**config.mk**
```make
export PLATFORM = sky130hd
export DESIGN_NAME = dense_neuron_seq
export DESIGN_NICKNAME = d
export VERILOG_FILES = /design/src/rtl/dense_pkg.sv /design/src/rtl/relu_saturate.sv /design/src/rtl/dense_neuron_seq.sv
export SDC_FILE = /design/constraint.sdc
export NUM_CORES = 1
export LEC_CHECK = 0
export CAP_MARGIN = 20
export CELL_PAD_IN_SITES_DETAIL_PLACEMENT = 1
export CELL_PAD_IN_SITES_GLOBAL_PLACEMENT = 2
export CORE_ASPECT_RATIO = 1.4
export CORE_MARGIN = 2
export CORE_UTILIZATION = 20
export DETAILED_ROUTE_END_ITERATION = 8
export PLACE_DENSITY = 0.81
export SLEW_MARGIN = 20
export SYNTH_ARGS = -nofsm -noshare
export SYNTH_HDL_FRONTEND = slang
export SYNTH_SLANG_ARGS = --single-unit
export TNS_END_PERCENT = 10
```
**constraint.sdc**
```tcl
create_clock -name clk_i -period 1.7 [get_ports clk_i]
set_input_delay 0.17 -clock clk_i [delete_from_list [all_inputs] [get_ports clk_i]]
set_output_delay 0.17 -clock clk_i [all_outputs]
set_load 0.01 [all_outputs]
```
**src/rtl/dense_pkg.sv**
```systemverilog
// Shared types and constants for the dense neuron sequencer.
package dense_pkg;
  localparam int SHIFT_W = 6;

  typedef enum logic [1:0] {
    IDLE,
    ACCUM,
    DRAIN,
    OUTPUT
  } state_t;
endpackage

```
**src/rtl/relu_saturate.sv**
```systemverilog
// Combinational 2N -> N reduction: optional ReLU, then signed saturation.
module relu_saturate
  import dense_pkg::*;
#(
  parameter int N       = 16,
  parameter bit RELU_EN = 1'b1
) (
  input  logic signed [2*N-1:0] sum,
  output logic signed [N-1:0]   res
);
  localparam logic signed [2*N-1:0] MAXV = {{(N+1){1'b0}}, {(N-1){1'b1}}};
  localparam logic signed [2*N-1:0] MINV = {{(N+1){1'b1}}, {(N-1){1'b0}}};

  // clamp the wide sum into the N-bit signed range
  always_comb begin
    res = sum[N-1:0];
    if (RELU_EN && sum[2*N-1])
      res = '0;
    else if (sum > MAXV)
      res = MAXV[N-1:0];
    else if (sum < MINV)
      res = MINV[N-1:0];
  end
endmodule

```
**src/rtl/dense_neuron_seq.sv**
```systemverilog
// Dense-layer neuron sequencer: streams activations against ROM weights
// through an external registered MAC, then saturates and hands off the result.
module dense_neuron_seq
  import dense_pkg::*;
#(
  parameter int N          = 16,
  parameter int NUM_INPUTS = 784,
  parameter int ADDR_W     = (NUM_INPUTS > 1) ? $clog2(NUM_INPUTS) : 1,
  parameter bit RELU_EN    = 1'b1
) (
  input  logic                  clk_i,
  input  logic                  rst_ni,
  input  logic                  start_i,
  input  logic [SHIFT_W-1:0]    shift_i,
  input  logic signed [2*N-1:0] bias_i,
  input  logic                  act_valid_i,
  input  logic signed [N-1:0]   act_i,
  output logic                  act_ready_o,
  output logic                  w_rd_o,
  output logic [ADDR_W-1:0]     w_addr_o,
  input  logic signed [N-1:0]   w_data_i,
  output logic                  mac_en_o,
  output logic signed [N-1:0]   mac_value_o,
  output logic signed [N-1:0]   mac_mult_o,
  output logic signed [2*N-1:0] mac_add_o,
  output logic [SHIFT_W-1:0]    mac_shift_o,
  input  logic signed [2*N-1:0] mac_i,
  output logic                  out_valid_o,
  input  logic                  out_ready_i,
  output logic signed [N-1:0]   out_o,
  output logic                  busy_o,
  output logic                  done_o
);
  // one extra bit so the count can sit at NUM_INPUTS without wrapping
  localparam int CNT_W = ADDR_W + 1;
  localparam logic [CNT_W-1:0] NUM  = CNT_W'(NUM_INPUTS);
  localparam logic [CNT_W-1:0] LAST = CNT_W'(NUM_INPUTS - 1);

  state_t                state, state_nx;
  logic [CNT_W-1:0]      cnt;
  logic                  pend;    // product issued to the MAC this cycle
  logic                  first;   // next product takes the bias as addend
  logic                  drain;   // second DRAIN cycle
  logic signed [N-1:0]   act_q;
  logic [SHIFT_W-1:0]    shift_q;
  logic signed [2*N-1:0] bias_q;
  logic signed [N-1:0]   sat;
  logic signed [N-1:0]   out_q;
  logic                  accept;

  assign act_ready_o = (state == ACCUM) && (cnt < NUM);
  assign accept      = act_valid_i & act_ready_o;
  assign w_rd_o      = accept;
  assign w_addr_o    = accept ? cnt[ADDR_W-1:0] : '0;

  // weight arrives one cycle after the read, so the MAC fires one cycle after accept
  assign mac_en_o    = pend;
  assign mac_value_o = pend ? act_q : '0;
  assign mac_mult_o  = pend ? w_data_i : '0;
  assign mac_add_o   = pend ? (first ? bias_q : mac_i) : '0;
  assign mac_shift_o = shift_q;

  assign out_valid_o = (state == OUTPUT);
  assign out_o       = out_q;
  assign busy_o      = (state != IDLE);
  assign done_o      = out_valid_o & out_ready_i;

  relu_saturate #(.N(N), .RELU_EN(RELU_EN)) u_sat (
    .sum (mac_i),
    .res (sat)
  );

  // state register
  always_ff @(posedge clk_i or negedge rst_ni) begin
    if (!rst_ni) state <= IDLE;
    else         state <= state_nx;
  end

  // next-state: two fixed DRAIN cycles let the last product land in mac_i
  always_comb begin
    state_nx = state;
    case (state)
      IDLE:    if (start_i) state_nx = ACCUM;
      ACCUM:   if (accept && cnt == LAST) state_nx = DRAIN;
      DRAIN:   if (drain) state_nx = OUTPUT;
      OUTPUT:  if (out_ready_i) state_nx = IDLE;
      default: state_nx = IDLE;
    endcase
  end

  // datapath: operand capture, counters, result latch
  always_ff @(posedge clk_i or negedge rst_ni) begin
    if (!rst_ni) begin
      cnt     <= '0;
      pend    <= 1'b0;
      first   <= 1'b0;
      drain   <= 1'b0;
      act_q   <= '0;
      shift_q <= '0;
      bias_q  <= '0;
      out_q   <= '0;
    end else begin
      pend  <= accept;
      drain <= (state == DRAIN) && !drain;
      if (accept) begin
        act_q <= act_i;
        cnt   <= cnt + 1'b1;
      end
      if (pend) first <= 1'b0;
      if (state == IDLE && start_i) begin
        cnt     <= '0;
        first   <= 1'b1;
        shift_q <= shift_i;
        bias_q  <= bias_i;
      end
      // mac_i is final on the second DRAIN cycle
      if (state == DRAIN && drain) out_q <= sat;
    end
  end
endmodule

```
# == Word-level counts from Yosys, hierarchy flattened ==
# Index checks and enable logic that the tools add are counted.
# totals
regBits,86
in_bits,107
output_inout_bits,102
wordCells,51
# op_classes
addsub,1
magnitude_cmp,3
n_eq_ne,8
muxes,17
bitwise,2
n_reduce_logical,11
# op_table
cell,count
16-bit 2-to-1 mux,5
32-bit 2-to-1 mux,2
32-bit by 16-bit > comparator with 1-bit output (second input constant),1
32-bit by 16-bit less-than comparator with 1-bit output (second input constant),1
11-bit 2-to-1 mux,2
11-bit by 1-bit adder with 11-bit output (second input constant),1
11-bit by 10-bit == test with 1-bit output (second input constant),1
11-bit by 10-bit less-than comparator with 1-bit output (second input constant),1
10-bit 2-to-1 mux,1
2-bit 2-to-1 mux,4
2-bit case mux with 4 select lines,1
2-bit nonzero test,3
1-bit logical AND,5
2-bit == test (second input constant),2
2-bit by 1-bit != test with 1-bit output (second input constant),2
2-bit != test (second input constant),2
4-bit AND reduction,1
1-bit bitwise AND,2
2-bit by 1-bit == test with 1-bit output (second input constant),1
2-bit logical NOT,1
1-bit 2-to-1 mux,2
1-bit logical NOT,1

# == Logic depth before layout (Yosys ltp) ==
# logic_depth
word_depth,6
ltp_mapped,8
depth_no_buf,7

# == Modules after synthesis ==
# Synthesis repeated with hierarchy kept, for this count alone.
# hier_totals
cells_unflattened,513
hier_area_um2,4599.4
# modules_own_cells
module,instances,cells_per_inst,area_each_um2,seq_area_each_um2
dense_neuron_seq,1,468,4297.9,2152.1
relu_saturate,1,45,301.5,0.0

# == Worst setup path after synthesis ==
# OpenSTA, ideal clock, no wires.
# synth_path
kind,register to register
from,reg state[1]
to,reg state[1]
setup_ns,0.125
arrival_ns,1.581
t_required_ns,1.575
setup_slack_ns,-0.006
path_stages_with_launch,7
path_buffers,0
period_less_slack_ns,1.706
cell_sequence,dfrtp_1 > inv_1 > ha_1 > and3b_1 > nand4_1 > a221o_1 > mux2_4
# synth_between
elab_chain_cells,6
elab_cells_between_ends,13
classes_between,eq/ne (7); mux (1); bitwise (1); reduce/logical (4)
# synth_lines
item,line_no,source
from (decl),dense_neuron_seq.sv:39,"state_t state, state_nx;"
from (signal assigned),dense_neuron_seq.sv:76,else state <= state_nx;
2-bit by 1-bit == test with 1-bit output,"dense_neuron_seq.sv:51, dense_neuron_seq.sv:82",
1-bit logical AND,dense_neuron_seq.sv:51,assign act_ready_o = (state == ACCUM) && (cnt < NUM);
1-bit bitwise AND,dense_neuron_seq.sv:52,assign accept = act_valid_i & act_ready_o;
1-bit logical AND,dense_neuron_seq.sv:84,ACCUM: if (accept && cnt == LAST) state_nx = DRAIN;
2-bit by 1-bit != test with 1-bit output (no line),n/a,
4-bit AND reduction (no line),n/a,
# Parallel ways exist; a longest one is shown, timed or not.
# A chain may end at the register's enable or synchronous reset.

# == Final worst setup path ==
# layout_path
from,reg cnt[7]
to,out w_addr_o[9]
# layout_between
elab_chain_cells,4
# layout_lines
item,line_no,source
from (decl),dense_neuron_seq.sv:40,logic [CNT_W-1:0] cnt;
from (signal assigned),dense_neuron_seq.sv:107,cnt <= cnt + 1'b1;
11-bit by 10-bit less-than comparator with 1-bit output,dense_neuron_seq.sv:51,
1-bit logical AND,dense_neuron_seq.sv:51,
1-bit bitwise AND,dense_neuron_seq.sv:52,
10-bit 2-to-1 mux,dense_neuron_seq.sv:54,assign w_addr_o = accept ? cnt[ADDR_W-1:0] : '0;
to (decl),dense_neuron_seq.sv:20,"output logic [ADDR_W-1:0] w_addr_o,"
# Every way passes these cells.

==> flow_summary.ini <==
[outcome]
status = finished, violations left
violations = setup timing

[finish]
ff_latch_area_um2 = 2150
design_area_um2 = 7490
multi_input_area_um2 = 2140
area_delta_synth_final_pct = 71.5
drive_gt1_share_pct = 17.5
final_core_util_pct = 34.6
fill_cells = 2537
nNetsFinal = 851

[synthesis]
synth_top_family_by_area = simple AND/OR/NAND/NOR gates
muxShareOfSynthArea_pct = 7.91
syn_inst = 490
async_flop_share_pct = 100
synthXorXnorAreaFrac_pct = 1.40
synth_compound_area_share_pct = 4.87
yosysUniqueCellTypes = 34
ys_seq_area_share_pct = 49.3
synth-simple-area-share_pct = 31.5
synth-edff-count = 0
synthFlopType = dfrtp_1
netlist_area_um2 = 4370
syn_area_per_cell_um2 = 8.91
synth_seq_cells = 86
synthAdderAreaFrac_pct = 1.72
ys.warnings.count = 0
synth_fp_nets = 603

[place]
gp_congestion = 0.760
place_area_um2 = 7090
place_ws_ns = -0.270
portBuffers = 208
hpwlAfterDp_um = 12300

[die]
ios = 209
start_util_pct = 20.2
die_h_um = 179
die_w_um = 129
core_um2 = 21600
rows = 64
die-area_um2 = 23100

[timing]
max_freq_mhz = 525
finalHoldViolations = 0
fin_crit_sh_pct = 112
post-route-min-period_ns = 1.90
drv_slew = 0
slew_headroom_pct = 69.1
tightest_slew_ns = 0.463
setup_viol = 15
fin_worst_skew_ns = 0.00880
setup_ws_ns = -0.204
rsz0062_at_grt = true
timing.hold.ws_ns = 0.309

[setup_path]
critPathMaxFanout = 4
criticalPathCategory = reg -> out
worstPathArrival_ns = 1.73
critPathTopFamily = buffers and inverters
path_buf_inv = 4
crit_required_ns = 1.53
crit_chain = nor4_4, buf_4, o21ai_4, inv_4, clkbuf_16, and2_4, buf_6
critPathMaxStageDelay_ns = 0.41
critPathSlowestCell = dfrtp_1
cp-end-kind = output pin
worst_setup_path_start_kind = register

[clock_tree]
cts.sinks = 86
htree_levels = 3
worstSkewPairLatency_ns = 0.34
clockBufferDepth = 2
clockRootBuffer = clkbuf_16
cts_tree = done
path_clk_slew_ns = 0.07
cts_buffers = 9

[global_routing]
grt.busiest_layer = met2
grt_max_degree = 42
grt_remaining_overflow = 0
grt_use_met3_pct = 3.58
met2_usage_pct = 25.9
grt_pass1_vias = 4442
met1_usage_pct = 15.2
antenna_found_initial = 1
grt_use_total_pct = 13.8
grt_pass1_wl_um = 24500

[pwr]
leakagePower_nw = 3.65
p_total_mw = 5.70
power.density_nw_per_um2 = 761
vdd_drop_max_uv = 368

[detailed_routing]
vias = 4287
dr.first_iter.drc_count = 113
wl_per_cell_um = 16.1
drt-total-wl_um = 16300
dr.pass1.iters = 4
ant_nets = 0
viasPerCell = 4.25
remaining_drc_errors = 0

[job]
max-cap-violations = 0

[hold_path]
worstHoldPathType = in -> async
[flip-flops by register name (all words and copies together), names as in the netlist]
register / cells
out_o: 16
drain: 1
cnt: 11
act_q: 16
first: 1
mac_en_o: 1
mac_shift_o: 6
bias_q: 32
state: 2
[final cells by class]
| class | count | share of cell area, % |
|---|---|---|
| flip-flops and latches | 86 | 28.8 |
| clock buffers | 12 | 3.42 |
| diodes | 1 | 0.0334 |
| clock inverters | 4 | 0.718 |
| well taps | 264 | 4.41 |
| repair buffers | 266 | 33.6 |
| multi-input cells | 368 | 28.6 |
| inverters | 7 | 0.384 |
[cell families after synthesis]
group	count (synthesis)
and+or+nand+nor	294
DFF	86
buffers and inverters	36
muxes	34
AOI/OAI and AO/OA	27
xor gates and xnor gates	7
adders and majority gates	6
[cells in the final DEF, fill, tap and decap left out, types with 2 or more instances in the layout]
cell type,Yosys,routed
ha_1,6,3
clkdlybuf4s15_1,0,7
nor2_1,10,9
clkbuf_8,0,2
and3_1,6,5
o211ai_1,3,3
clkdlybuf4s50_1,0,128
dlygate4sd2_1,0,44
mux2i_1,33,32
clkbuf_2,0,14
a21oi_1,2,2
xor2_1,6,6
nand2_2,0,2
ha_2,0,2
buf_2,4,4
dfrtp_1,86,84
buf_12,0,7
clkinvlp_4,0,2
a2bb2oi_1,15,15
inv_2,0,3
nor4_1,3,3
buf_4,0,43
and2_1,44,37
clkbuf_16,0,10
inv_1,6,3
and2_4,0,6
dfrtp_2,0,2
o21ai_0,3,3
nand2_1,185,182
nand4_1,6,6
buf_6,1,15
nor2b_1,33,32
[routing by layer]
layer  vias to the layer above  wire, um
li1                       2062         -
met1                      2102      6160
met2                       109      8920
met3                        14       958
met4                         0       237
met5                         -         0
[timing repair]
item                                    in CTS  in global routing
setup buffers                                6                  4
gates cloned                                 0                  1
hold buffers                                 1                  0
endpoints found under the setup margin      97                 67
pin swaps                                    3                 12
gates resized for setup                    156                 47
hold endpoints to repair                    27                  0
[path summary, 6_finish.rpt]
check / depth (start not counted) / end / slack (ns) / from
worst max-delay path: 7 / w_addr_o[9] / -0.20 / cnt[7]
worst min-delay path: 2 / bias_q[9] / 0.31 / rst_ni
worst max register to register: 6 / state[1] / -0.17 / cnt[7]
worst min register to register: 2 / act_q[9] / 0.47 / act_q[9]
max in group asynchronous: 3 / mac_en_o / 0.79 / rst_ni
min in group clk_i: 3 / bias_q[18] / 0.35 / bias_i[18]
[power by group]
| part | total, mW | switching (mW) | internal (mW) | leakage (nW) |
|---|---|---|---|---|
| logic | 1.40 | 0.586 | 0.815 | 2.43 |
| registers | 2.22 | 0.0645 | 2.15 | 1.07 |
| clock network | 2.09 | 0.859 | 1.23 | 0.145 |
| total | 5.70 | 1.51 | 4.19 | 3.65 |
[synthesized netlist by cell type, types with 2 or more instances]
master	number	area, um^2
nand2_1	185	694
dfrtp_1	86	2150
and2_1	44	275
mux2i_1	33	330
nor2b_1	33	206
clkbuf_1	20	75.1
a2bb2oi_1	15	131
nor2_1	10	37.5
and3_1	6	37.5
ha_1	6	75.1
inv_1	6	22.5
nand4_1	6	37.5
xor2_1	6	52.6
buf_1	4	15.0
buf_2	4	20.0
nor4_1	3	18.8
o211ai_1	3	22.5
o21ai_0	3	15.0
a21oi_1	2	10.0
[stage by stage]
step | setup TNS (ns) | instances
floorplan | -0.00570 | 490
global placement | -6.03 | 980
detailed placement | -6.19 | 980
CTS | -2.79 | 1003
global route | -3.72 | 1007
finish | -1.91 | 1008
Note: power is estimated with default switching activity, not from simulation.
